===== config.mk =====
export PLATFORM = sky130hd
export DESIGN_NAME = seg_scan_controller
export DESIGN_NICKNAME = d
export VERILOG_FILES = /design/src/rtl/seg_scan_controller.sv
export SDC_FILE = /design/constraint.sdc
export NUM_CORES = 1
export LEC_CHECK = 0
export CORE_MARGIN = 1
export CORE_UTILIZATION = 62
export DETAILED_ROUTE_END_ITERATION = 6
export GPL_ROUTABILITY_DRIVEN = 0
export MAX_ROUTING_LAYER = met4
export PLACE_DENSITY = 0.85
export SYNTH_ARGS = -nofsm -noshare
export SYNTH_HDL_FRONTEND = slang
export SYNTH_SLANG_ARGS = --single-unit

===== constraint.sdc =====
create_clock -name clk -period 8 [get_ports clk]
set_clock_uncertainty 0.1 [all_clocks]
set_input_delay 1.6 -clock clk [delete_from_list [all_inputs] [get_ports clk]]
set_output_delay 1.6 -clock clk [all_outputs]
set_load 0.1 [all_outputs]

===== src/rtl/seg_scan_controller.sv =====
// Scan sequencer for a 4-digit multiplexed 7-segment display: double-buffered digit bank,
// frame-aligned publish, per-slot blanking gap, 3-bit PWM brightness, active-low segment decode.
module seg_scan_controller #(
  parameter int SLOT_CYCLES  = 13,
  parameter int BLANK_CYCLES = 2
) (
  input  logic       clk,
  input  logic       rst_n,
  input  logic       wr_valid,
  output logic       wr_ready,
  input  logic [1:0] wr_digit,
  input  logic [3:0] wr_value,
  input  logic       wr_dp,
  input  logic       commit,
  input  logic [2:0] brightness,
  output logic [3:0] digits,
  output logic [7:0] segments,
  output logic       frame_tick
);

  // state   | meaning
  // S_BLANK | first BLANK_CYCLES of a slot, all digits off
  // S_ON    | rest of the slot, current digit enabled, segments PWM-gated
  typedef enum logic {S_BLANK, S_ON} state_t;

  localparam int            CW       = $clog2(SLOT_CYCLES);
  localparam logic [CW-1:0] CNT_LAST = CW'(SLOT_CYCLES - 1);
  localparam logic [CW-1:0] CNT_ON   = CW'(BLANK_CYCLES);
  localparam logic [4:0]    BLANK_E  = 5'h0A;

  state_t        r_state, w_state_nxt;
  logic [CW-1:0] r_cnt, w_cnt_nxt;
  logic [1:0]    r_idx, w_idx_nxt;
  logic [2:0]    r_p, w_p_nxt;
  logic [2:0]    r_bright, w_bright_nxt;
  logic          r_pending;
  logic [4:0]    r_shadow [4];
  logic [4:0]    r_active [4];
  logic [3:0]    r_digits, w_digits_nxt;
  logic [7:0]    r_segments, w_seg_nxt;
  logic          r_frame_tick, w_tick_nxt;
  logic          w_cnt_last;
  logic          w_on_entry;
  logic          w_wr_acc;

  function automatic logic [7:0] seg_decode(input logic [4:0] e);
    logic [6:0] gfedcba;
    case (e[3:0])
      4'h0: gfedcba = 7'h40;
      4'h1: gfedcba = 7'h79;
      4'h2: gfedcba = 7'h24;
      4'h3: gfedcba = 7'h30;
      4'h4: gfedcba = 7'h19;
      4'h5: gfedcba = 7'h12;
      4'h6: gfedcba = 7'h02;
      4'h7: gfedcba = 7'h78;
      4'h8: gfedcba = 7'h00;
      4'h9: gfedcba = 7'h10;
      default: gfedcba = 7'h7F;
    endcase
    // Test pattern lights everything, decimal point included.
    if (e[3:0] == 4'hF) return 8'h00;
    return {~e[4], gfedcba};
  endfunction

  always_comb begin
    w_cnt_last   = (r_cnt == CNT_LAST);
    w_cnt_nxt    = w_cnt_last ? '0 : r_cnt + CW'(1);
    w_idx_nxt    = w_cnt_last ? r_idx + 2'd1 : r_idx;
    w_state_nxt  = r_state;
    if (w_cnt_last)
      w_state_nxt = S_BLANK;
    else if (w_cnt_nxt == CNT_ON)
      w_state_nxt = S_ON;

    w_on_entry   = (r_state == S_BLANK) && (w_state_nxt == S_ON);
    w_p_nxt      = r_p;
    w_bright_nxt = r_bright;
    if (w_on_entry) begin
      w_p_nxt      = '0;
      w_bright_nxt = brightness;
    end else if (r_state == S_ON) begin
      w_p_nxt = r_p + 3'd1;
    end

    // Output registers load the value belonging to the next cycle's state.
    w_digits_nxt = '0;
    w_seg_nxt    = 8'hFF;
    if (w_state_nxt == S_ON) begin
      w_digits_nxt = 4'b0001 << w_idx_nxt;
      if (w_p_nxt <= w_bright_nxt)
        w_seg_nxt = seg_decode(r_active[w_idx_nxt]);
    end
    w_tick_nxt = (w_idx_nxt == 2'd3) && (w_cnt_nxt == CNT_LAST);
  end

  always_ff @(posedge clk) begin
    if (!rst_n) begin
      r_state      <= S_BLANK;
      r_cnt        <= '0;
      r_idx        <= '0;
      r_p          <= '0;
      r_bright     <= '0;
      r_digits     <= '0;
      r_segments   <= 8'hFF;
      r_frame_tick <= 1'b0;
    end else begin
      r_state      <= w_state_nxt;
      r_cnt        <= w_cnt_nxt;
      r_idx        <= w_idx_nxt;
      r_p          <= w_p_nxt;
      r_bright     <= w_bright_nxt;
      r_digits     <= w_digits_nxt;
      r_segments   <= w_seg_nxt;
      r_frame_tick <= w_tick_nxt;
    end
  end

  assign w_wr_acc = wr_valid & ~r_pending;

  // r_frame_tick marks the last cycle of the frame, so its edge is the publish point.
  always_ff @(posedge clk) begin
    if (!rst_n) begin
      r_pending <= 1'b0;
      for (int i = 0; i < 4; i++) begin
        r_shadow[i] <= BLANK_E;
        r_active[i] <= BLANK_E;
      end
    end else begin
      if (r_frame_tick && r_pending) begin
        r_active  <= r_shadow;
        r_pending <= 1'b0;
      end else if (commit && !r_pending) begin
        r_pending <= 1'b1;
      end
      if (w_wr_acc)
        r_shadow[wr_digit] <= {wr_dp, wr_value};
    end
  end

  assign wr_ready   = ~r_pending;
  assign digits     = r_digits;
  assign segments   = r_segments;
  assign frame_tick = r_frame_tick;

endmodule


==> metrics.yaml, run 1 <==
initialDrtViolationCount: 94
timing.final.ws_setup_ns: 4.44
worstMarginPinSlew_ns: 0.974
dp_slack_ns: 4.40
tritoncts_num_sinks: 67
clk_latency_ns: 0.35
yosys.area_share.simple: 0.262
synth.yosys.seq_area_share: 0.419
critPathCaptureType: "primary output"
synth_fp_nets: 374
power.combinational.fraction: 0.090
grt_first_pass_wirelength_microns: 10500
power_per_cell_area_mw_per_mm2: 186
power.sequential.fraction: 0.510
finalHoldViolCount: 0
vias: 2396
routedWlPerCell_microns: 14.0
tritoncts.num_buffers: 9
async_sr_flop_fraction: 0
synth_xor_xnor_area_share: 0.0133
dieWidth_microns: 73.8
timing.critical_path.arrival_ns: 1.86
criticalPathCategory: "reg2out"
ctsHtreeMaxLevel: 3
yosys-top-cells-area: "sky130_fd_sc_hd__dfxtp_1, sky130_fd_sc_hd__mux2i_1, sky130_fd_sc_hd__nand2_1"
detailed_place_hpwl_microns: 4390
flow.area_growth_from_synthesis_pct: 14.9
synth.distinct_cells: 54
placeableCoreArea_sq_mm: 0.00485
gr-total-overflow: 0
die_y_microns: 73.8
post_layout_nonfiller_instances: 440
final.setup.tns_ns: 0
final_util: 0.758
synth_top_family_by_area: "simple AND/OR/NAND/NOR gates"
static-leakage-power_nw: 1.40
switching_share: 0.237
min_period_over_period: 0.444
portBuffers: 27
yosys.area_share.adder: 0.0469
grt_antenna_before_repair: 0
first_global_vias: 2246
cts_post_setup_buffers_inserted: 0
netlist.top_cell.by_area: "sky130_fd_sc_hd__dfxtp_1"
fin_crit_ns: 3.56
antenna_cells: 0
commonest_cells_after_routing_fill_and_taps_aside: "sky130_fd_sc_hd__dfxtp_1, sky130_fd_sc_hd__nand2_1, sky130_fd_sc_hd__mux2i_1"
slew_viol_final: 0
synth_top_cell_area_share: 0.419
grt_util_all_layers: 0.267
drt-vias-per-instance: 5.45
vdd_drop_max_mv: 0.160
largest_net_degree_at_the_start_of_global_routing: 56
drt_drc_violations_left: 0
num_io_pins: 28
tritoncts: "done"
clk_pin_slew_worst_paths_ns: 0.07
cell_count_post_placement: 425
synth_enable_flop_cells: 0
internal_power_of_the_cells_uw: 520
detail_route.wirelength_microns: 6160
muxShareOfSynthArea: 0.122
ys_warn_count: 0
mappedNetlistArea_sq_mm: 0.00320
synth_compound_area_frac: 0.0974
critical_path_peak_fanout: 5
run_status: "completed"
synthesis.instances: 348
setup_viol: 0
rows: 25
power.net_switching_uw: 162
clockRootBuffer: "sky130_fd_sc_hd__clkbuf_8"
power.share.clock: 0.400
antenna_violating_nets_post_route: 0
cts_stage_hold_buffer_count: 0
floorplan.initialDensity: 0.660
yosys_most_used_dff: "sky130_fd_sc_hd__dfxtp_1"
final_common_cell: "sky130_fd_sc_hd__dfxtp_1"
dieArea_sq_mm: 0.00545
clock_path_buffers: 2
unrepaired_setup_endpoints_after_global_routing: "false"
ratio_of_cells_with_drive_above_1_in_the_final_layout: 0.0670
holdCritPathClass: "reg2reg"
detailedRoute.firstPassIterationCount: 4
critPathRequiredTime_ns: 6.30
start_kind: "flip-flop"
timing.slew.headroom: 0.348
synth-seq-cells: 67
max_cap_viol_count: 0
cts-resized-gates: 0
max_clock_freq_ghz: 0.281
finish.net_count: 395
syn-mean-instance-area_sq_um: 9.19
## registers in the layout, indices dropped and copies added, names as in the netlist, 2 cells and up
signal	cells
r_bright	3
r_idx	2
digits	4
r_active	20
r_shadow	20
segments	8
r_p	3
r_cnt	4
## power groups by stage
stage / Clock (mW) / Sequential (mW) / Combinational [mW]
after floorplan: 0 / 0.358 / 0.0393
after global placement: 0 / 0.355 / 0.0593
after detailed placement: 0 / 0.355 / 0.0612
after CTS: 0.276 / 0.348 / 0.0617
after global routing: 0.289 / 0.349 / 0.0676
final: 0.272 / 0.348 / 0.0615
## metal layers
metal  track usage  vias up  wire length [microns]
met3        0.0658        7                    188
li1              -     1234                      -
met4         0.109        0                    101
met5             -        -                      0
met1         0.313     1119                   2860
met2         0.437       36                   3010
## worst max-delay path, stage by stage, from the launching register on
cell	delay (ns)
sky130_fd_sc_hd__dfxtp_1	0.34
sky130_fd_sc_hd__inv_1	0.06
sky130_fd_sc_hd__clkdlybuf4s50_1	1.12
## cell type report
| type | instances | area, sq um |
|---|---|---|
| inverter | 11 | 41.3 |
| clock inverter | 1 | 5.00 |
| multi-input combinational | 252 | 1730 |
| fill | 366 | 1170 |
| sequential | 67 | 1340 |
| tap | 67 | 83.8 |
| clock buffer | 14 | 193 |
| timing repair buffer | 28 | 278 |
## path summary, 6_finish.rpt
path | start | to | slack [ns] | cells after the start
min reg2reg | r_shadow[2] | r_active[2] | 0.37 | 2
max | r_pending | wr_ready | 4.44 | 2
min | r_shadow[2] | r_active[2] | 0.37 | 2
max reg2reg | r_cnt[0] | segments[5] | 4.52 | 12
## per-stage QoR
step                      power, mW  hold slack (ns)  instance area (sq um)
after floorplan               0.397            0.340                   3200
after global placement        0.414            0.353                   3480
after detailed placement      0.416            0.359                   3480
after CTS                     0.685            0.369                   3670
after global routing          0.706            0.383                   3670
final                         0.682            0.367                   3670
## synthesized netlist by cell type (2+ instances only)
cell type                  number
sky130_fd_sc_hd__dfxtp_1       67
sky130_fd_sc_hd__nand2_1       62
sky130_fd_sc_hd__mux2i_1       31
sky130_fd_sc_hd__nor2b_1       23
sky130_fd_sc_hd__nor2_1        14
sky130_fd_sc_hd__nand3_1       13
sky130_fd_sc_hd__a21boi_0      12
sky130_fd_sc_hd__ha_1          12
sky130_fd_sc_hd__inv_1         11
sky130_fd_sc_hd__clkbuf_1      10
sky130_fd_sc_hd__and2_1         9
sky130_fd_sc_hd__o21ai_0        8
sky130_fd_sc_hd__buf_2          7
sky130_fd_sc_hd__nand2b_1       6
sky130_fd_sc_hd__o211ai_1       6
sky130_fd_sc_hd__nor3b_1        4
sky130_fd_sc_hd__and3_1         3
sky130_fd_sc_hd__mux4_2         3
sky130_fd_sc_hd__nor3_1         3
sky130_fd_sc_hd__a32oi_1        2
sky130_fd_sc_hd__and4_1         2
sky130_fd_sc_hd__and4b_1        2
sky130_fd_sc_hd__nand3b_1       2
sky130_fd_sc_hd__nand4_1        2
sky130_fd_sc_hd__nor4_1         2
sky130_fd_sc_hd__nor4bb_1       2
sky130_fd_sc_hd__o31a_1         2
sky130_fd_sc_hd__xnor2_1        2
## kinds of logic after synthesis
family	count (synthesis)
compound gates	43
xor+xnor	4
fa+ha+maj	12
buf+inv	29
flops	67
mux	35
simple gates	158
(Power assumes the default switching activity.)
==> inputs of run 2 (changes only) <==
CORE_UTILIZATION = 57   (was 62)
PLACE_DENSITY = 0.79   (was 0.85)
clock period = 3.6 ns   (was 8 ns; I/O delays follow)
==> run 2 against run 1 <==
Against the previous run:
- combinational power is 120% higher
- cell count up 2.0%
- cell area rose by 0.58%
- register-to-register slack lost 4.2 ns
- total power grew 120%
- critical path type is now reg2reg
- largest cell class unchanged
==> metrics.yaml, run 2 (same netlist as run 1, synthesis figures left out) <==
dieWidth_microns: 76.9  # +4.2%
tritoncts: "done"
post_layout_nonfiller_instances: 449  # +2.0%
max_cap_viol_count: 0  # unchanged
critPathRequiredTime_ns: 3.71  # -2.59 ns
unrepaired_setup_endpoints_after_global_routing: "false"
placeableCoreArea_sq_mm: 0.00527  # +8.7%
clk_latency_ns: 0.35  # about the same
initialDrtViolationCount: 125  # +33%
cts_post_setup_buffers_inserted: 0  # unchanged
clk_pin_slew_worst_paths_ns: 0.07  # about the same
critPathCaptureType: "flip-flop"
tritoncts_num_sinks: 67  # unchanged
holdCritPathClass: "reg2reg"
crit_slowest_cell: "sky130_fd_sc_hd__a311o_1"
ctsHtreeMaxLevel: 3  # unchanged
flow.area_growth_from_synthesis_pct: 15.5
max_stage_delay_ns: 0.41  # -0.71 ns
tritoncts.num_buffers: 9  # unchanged
p_total_mw: 1.47  # +120%
portBuffers: 27  # unchanged
final_common_cell: "sky130_fd_sc_hd__dfxtp_1"
worst-r2r-cell-count: 12  # unchanged
vdd_drop_max_mv: 0.341  # +110%
path_depth: 12  # +10
grt_first_pass_wirelength_microns: 10700  # +2.1%
path_cells: "inv_1 > ha_1 > inv_1 > a311o_1 > nor4_4 > mux2i_1 > ha_1 > nor2b_1 > o21ai_0 > a32oi_1 > nor2_1 > o211ai_1"
final.setup.tns_ns: 0  # unchanged
critical_path.top_delay_family: "simple AND/OR/NAND/NOR gates"
dp_slack_ns: 0.319  # -4.08 ns
drt_drc_violations_left: 0  # unchanged
criticalPathCategory: "reg2reg"
timing.critical_path.buf_inv: 2  # unchanged
detailed_place_hpwl_microns: 4470  # +1.8%
slew_viol_final: 0  # unchanged
cts-resized-gates: 0  # unchanged
power_per_cell_area_mw_per_mm2: 398  # +110%
hold_path_depth: 2  # unchanged
cell_count_post_placement: 433  # +1.9%
fin_crit_ns: 3.28
timing.critical_path.arrival_ns: 3.38  # +1.52 ns
ratio_of_cells_with_drive_above_1_in_the_final_layout: 0.0818  # +0.0148
clock_path_buffers: 2  # unchanged
largest_net_degree_at_the_start_of_global_routing: 48  # -14%
critical_path_peak_fanout: 7  # +2
timing.final.ws_setup_ns: 0.324  # -4.12 ns
static-leakage-power_nw: 1.41  # +0.79%
commonest_cells_after_routing_fill_and_taps_aside: "sky130_fd_sc_hd__dfxtp_1, sky130_fd_sc_hd__nand2_1, sky130_fd_sc_hd__mux2i_1"
finalHoldViolCount: 0  # unchanged
timing.slew.headroom: 0.353  # +0.00419
drt-vias-per-instance: 5.48  # +0.57%
detailedRoute.firstPassIterationCount: 5  # +1
clockRootBuffer: "sky130_fd_sc_hd__clkbuf_8"
detail_route.wirelength_microns: 6260  # +1.6%
hold_ws_ns: 0.373  # +0.00591 ns
gr-total-overflow: 0  # unchanged
max_clock_freq_ghz: 0.305
num_io_pins: 28  # unchanged
first_global_vias: 2304  # +2.6%
setup_viol: 0  # unchanged
cts_stage_hold_buffer_count: 0  # unchanged
worstMarginPinSlew_ns: 0.968  # -0.00627 ns
finish.net_count: 400  # +1.3%
run_status: "completed"
antenna_cells: 0  # unchanged
min_period_over_period: 0.910
rows: 26  # +4.0%
floorplan.initialDensity: 0.607  # -0.0528
antenna_violating_nets_post_route: 0  # unchanged
grt_antenna_before_repair: 0  # unchanged
start_kind: "flip-flop"
die_y_microns: 76.9  # +4.2%
grt_util_all_layers: 0.239  # -0.0277
routedWlPerCell_microns: 13.9  # -0.45%
vias: 2459  # +2.6%
dieArea_sq_mm: 0.00591  # +8.5%
-- run 2: cell types whose count changed in the layout (fill, tap and decap cells not counted), sizes merged --
cell	previous run	this run
clkinvlp	0	1
clkinv	1	4
inv	11	12
buf	1	6
clkbuf	14	10
-- run 2: per-stage QoR --
stage	utilization	instance area, sq um
floorplan	-	3200
global placement	0.667	3520
detailed placement	0.667	3520
CTS	0.701	3690
global route	0.701	3690
finish	0.701	3690
-- run 2: tightest hold or removal path: stages (launching register included) --
cell	delay, ns
sky130_fd_sc_hd__dfxtp_1	0.32
sky130_fd_sc_hd__nand2_1	0.05
sky130_fd_sc_hd__a21boi_0	0.06
-- run 2: power by group --
group	switching, mW	total, mW	internal [mW]
logic	0.0772	0.136	0.0591
registers	0.0142	0.772	0.758
clock network	0.294	0.562	0.268
-- run 2: metal layers --
metal  track usage  wire, microns  up-vias
met5             -              0        -
met4         0.117            141        0
met1         0.288           2920     1143
li1              -              -     1257
met3        0.0583            217       14
met2         0.373           2980       45
-- run 2: cell type report --
cell class              instances  area [sq um]
multi-input cells             252          1730
repair buffers                 33           315
clock inverters                 6          40.0
clock buffers                  10           138
inverters                      11          41.3
well taps                      70          87.6
fillers                       461          1580
flip-flops and latches         67          1340
-- run 2: final timing paths --
check	start	to	slack, ns
worst max-delay path	r_cnt[0]	segments[3]	0.32
worst min register to register	r_shadow[15]	r_active[15]	0.37
worst min-delay path	r_shadow[15]	r_active[15]	0.37
worst max register to register	r_cnt[0]	segments[3]	0.32
==> inputs of run 3 (changes only) <==
CORE_MARGIN = 2   (was 1)
==> run 3 against run 2 <==
Against the previous run:
- total power is 0.60% lower
- cell area is 0.27% lower
- non-clock buffer count is 1 lower
- sequential power hardly changed
- routed wire length is 4.5% lower
- register-to-register slack better by 0.05 ns
- first-iteration DRC count is 12% higher
- critical path type unchanged
==> metrics.yaml, run 3 (same netlist as run 1, synthesis figures left out) <==
initialDrtViolationCount: 140  # +12%
power_per_cell_area_mw_per_mm2: 397  # -0.33%
min_delay_worst_endpoint: "r_active[9]"
power.net_switching_uw: 375  # -2.7%
commonest_cells_after_routing_fill_and_taps_aside: "sky130_fd_sc_hd__dfxtp_1, sky130_fd_sc_hd__nand2_1, sky130_fd_sc_hd__mux2i_1"
crit-reg2reg-capture: "segments[1]"
max_cap_viol_count: 0  # unchanged
placeableCoreArea_sq_mm: 0.00547  # +3.8%
floorplan.initialDensity: 0.584  # -0.0225
num_io_pins: 28  # unchanged
routedWlPerCell_microns: 13.3  # -4.7%
r2r_slack_ns: 0.37  # +0.05 ns
cell_count_post_placement: 434  # +0.23%
hp-start: "r_active[9]"
start_kind: "flip-flop"
finalHoldViolCount: 0  # unchanged
detail_route.wirelength_microns: 5980  # -4.5%
grt_first_pass_wirelength_microns: 10400  # -2.4%
antenna_violating_nets_post_route: 0  # unchanged
largest_net_degree_at_the_start_of_global_routing: 48  # unchanged
timing.critical_path.buf_inv: 2  # unchanged
r2r_start: "r_cnt[0]"
path_cells: "inv_1 > ha_1 > inv_1 > a311o_1 > nor4_4 > mux2i_1 > ha_1 > nor2b_1 > o21ai_0 > a32oi_1 > nor2_1 > o311ai_1"
power.sequential.fraction: 0.528  # +0.003
slew_viol_final: 0  # unchanged
vdd_drop_max_mv: 0.346  # +1.7%
dieWidth_microns: 78.9  # +2.6%
drt_drc_violations_left: 0  # unchanged
detailed_place_hpwl_microns: 4340  # -3.0%
dieArea_sq_mm: 0.00623  # +5.3%
internal_power_of_the_cells_mw: 1.09  # +0.15%
gr-total-overflow: 0  # unchanged
grt_util_all_layers: 0.218  # -0.0207
rows: 27  # +3.8%
flow.area_growth_from_synthesis_pct: 15.2
cts_stage_hold_buffer_count: 0  # unchanged
drt-vias-per-instance: 5.35  # -2.4%
timing.final.ws_setup_ns: 0.370  # +0.0459 ns
static-leakage-power_nw: 1.39  # -1.2%
antenna_cells: 0  # unchanged
final_util: 0.673  # -0.0278
worstMarginPinSlew_ns: 0.971  # +0.00273 ns
die_y_microns: 78.9  # +2.6%
criticalPathCategory: "reg2reg"
critPathCaptureType: "flip-flop"
final.setup.tns_ns: 0  # unchanged
max_stage_delay_ns: 0.40  # about the same
fin_crit_ns: 3.23  # -0.0459 ns
first_global_vias: 2253  # -2.2%
p_total_mw: 1.46  # -0.60%
hold_path_depth: 2  # unchanged
unrepaired_setup_endpoints_after_global_routing: "false"
tritoncts_num_sinks: 67  # unchanged
worst-r2r-cell-count: 12  # unchanged
clock_path_buffers: 2  # unchanged
ctsHtreeMaxLevel: 3  # unchanged
critPathRequiredTime_ns: 3.70  # about the same
run_status: "completed"
clk_pin_slew_worst_paths_ns: 0.07  # about the same
clk_latency_ns: 0.34  # about the same
holdCritPathClass: "reg2reg"
finish.net_count: 399  # -0.25%
timing.critical_path.arrival_ns: 3.33  # -0.05 ns
power.share.clock: 0.380  # -0.002
crit_slowest_cell: "sky130_fd_sc_hd__a311o_1"
ratio_of_cells_with_drive_above_1_in_the_final_layout: 0.0714  # -0.0104
timing.slew.headroom: 0.351  # -0.00183
setup_viol: 0  # unchanged
max_clock_freq_ghz: 0.310  # +1.4%
dp_slack_ns: 0.342  # +0.0227 ns
critical_path.top_delay_family: "simple AND/OR/NAND/NOR gates"
grt_antenna_before_repair: 0  # unchanged
power.combinational.fraction: 0.092  # about the same
clockRootBuffer: "sky130_fd_sc_hd__clkbuf_8"
switching_share: 0.257  # -0.00559
tritoncts: "done"
post_layout_nonfiller_instances: 450  # +0.22%
min_period_over_period: 0.897  # -0.0127
portBuffers: 27  # unchanged
final_common_cell: "sky130_fd_sc_hd__dfxtp_1"
detailedRoute.firstPassIterationCount: 4  # -1
vias: 2406  # -2.2%
tritoncts.num_buffers: 9  # unchanged
critical_path_peak_fanout: 7  # unchanged
## run 3: cell types whose count changed in the layout (fill, tap and decap cells not counted)
cell	delta
sky130_fd_sc_hd__clkbuf_1	+3
sky130_fd_sc_hd__clkinv_2	-3
sky130_fd_sc_hd__buf_4	-1
sky130_fd_sc_hd__clkinvlp_4	+1
sky130_fd_sc_hd__inv_6	-1
sky130_fd_sc_hd__o21ai_0	-1
sky130_fd_sc_hd__o21ai_1	+1
## run 3: final cells by class
class	count	area, sq um
inverter	11	41.3
fill	471	1790
clock inverter	3	23.8
sequential	67	1340
timing repair buffer	32	308
multi-input combinational	252	1730
clock buffer	13	149
tap	72	90.1
## run 3: metal layers
layer	wire length, microns	global-route usage	vias up	part of all wire
met2	2890	0.357	38	0.48
met1	2780	0.264	1112	0.47
met5	0	-	-	0
met4	102	0.0793	0	0.017
met3	200	0.0534	10	0.033
li1	-	-	1246	-
## run 3: what timing repair did
action | CTS | global route
resized for setup | 0 | 1
setup endpoints to repair | 0 | 6
buffers inserted | 0 | 0
## run 3: worst max-delay path by stage
stage	from	endpoint	depth (start not counted)
final	r_cnt[0]	segments[1]	12
after CTS	r_cnt[0]	segments[1]	12
after floorplan	r_cnt[0]	segments[1]	12
after detailed placement	r_cnt[0]	segments[1]	12
after global placement	r_cnt[0]	segments[1]	12
after global routing	r_cnt[0]	segments[5]	12
## run 3: power by group through the flow
stage | clock network, mW | logic (mW) | registers [mW]
final | 0.555 | 0.134 | 0.773
after global routing | 0.599 | 0.151 | 0.775
after CTS | 0.570 | 0.135 | 0.772
after detailed placement | 0 | 0.135 | 0.789
after global placement | 0 | 0.131 | 0.788
after floorplan | 0 | 0.0874 | 0.795
## run 3: through the flow
| stage | cell area (sq um) | hold WS, ns |
|---|---|---|
| 5_1_grt | 3680 | 0.395 |
| 6_report | 3680 | 0.369 |
| 2_1_floorplan | 3200 | 0.340 |
| 4_1_cts | 3680 | 0.374 |
| 3_5_place_dp | 3510 | 0.360 |
| 3_3_place_gp | 3510 | 0.351 |
## run 3: worst register-to-register path: cells and delay by family, from the launching register on
| kind | cells | cell delay, ns |
|---|---|---|
| mux | 1 | 0.30 |
| fa+ha+maj | 2 | 0.54 |
| simple gates | 3 | 0.82 |
| compound gates | 4 | 0.81 |
| flops | 1 | 0.37 |
| buf+inv | 2 | 0.15 |
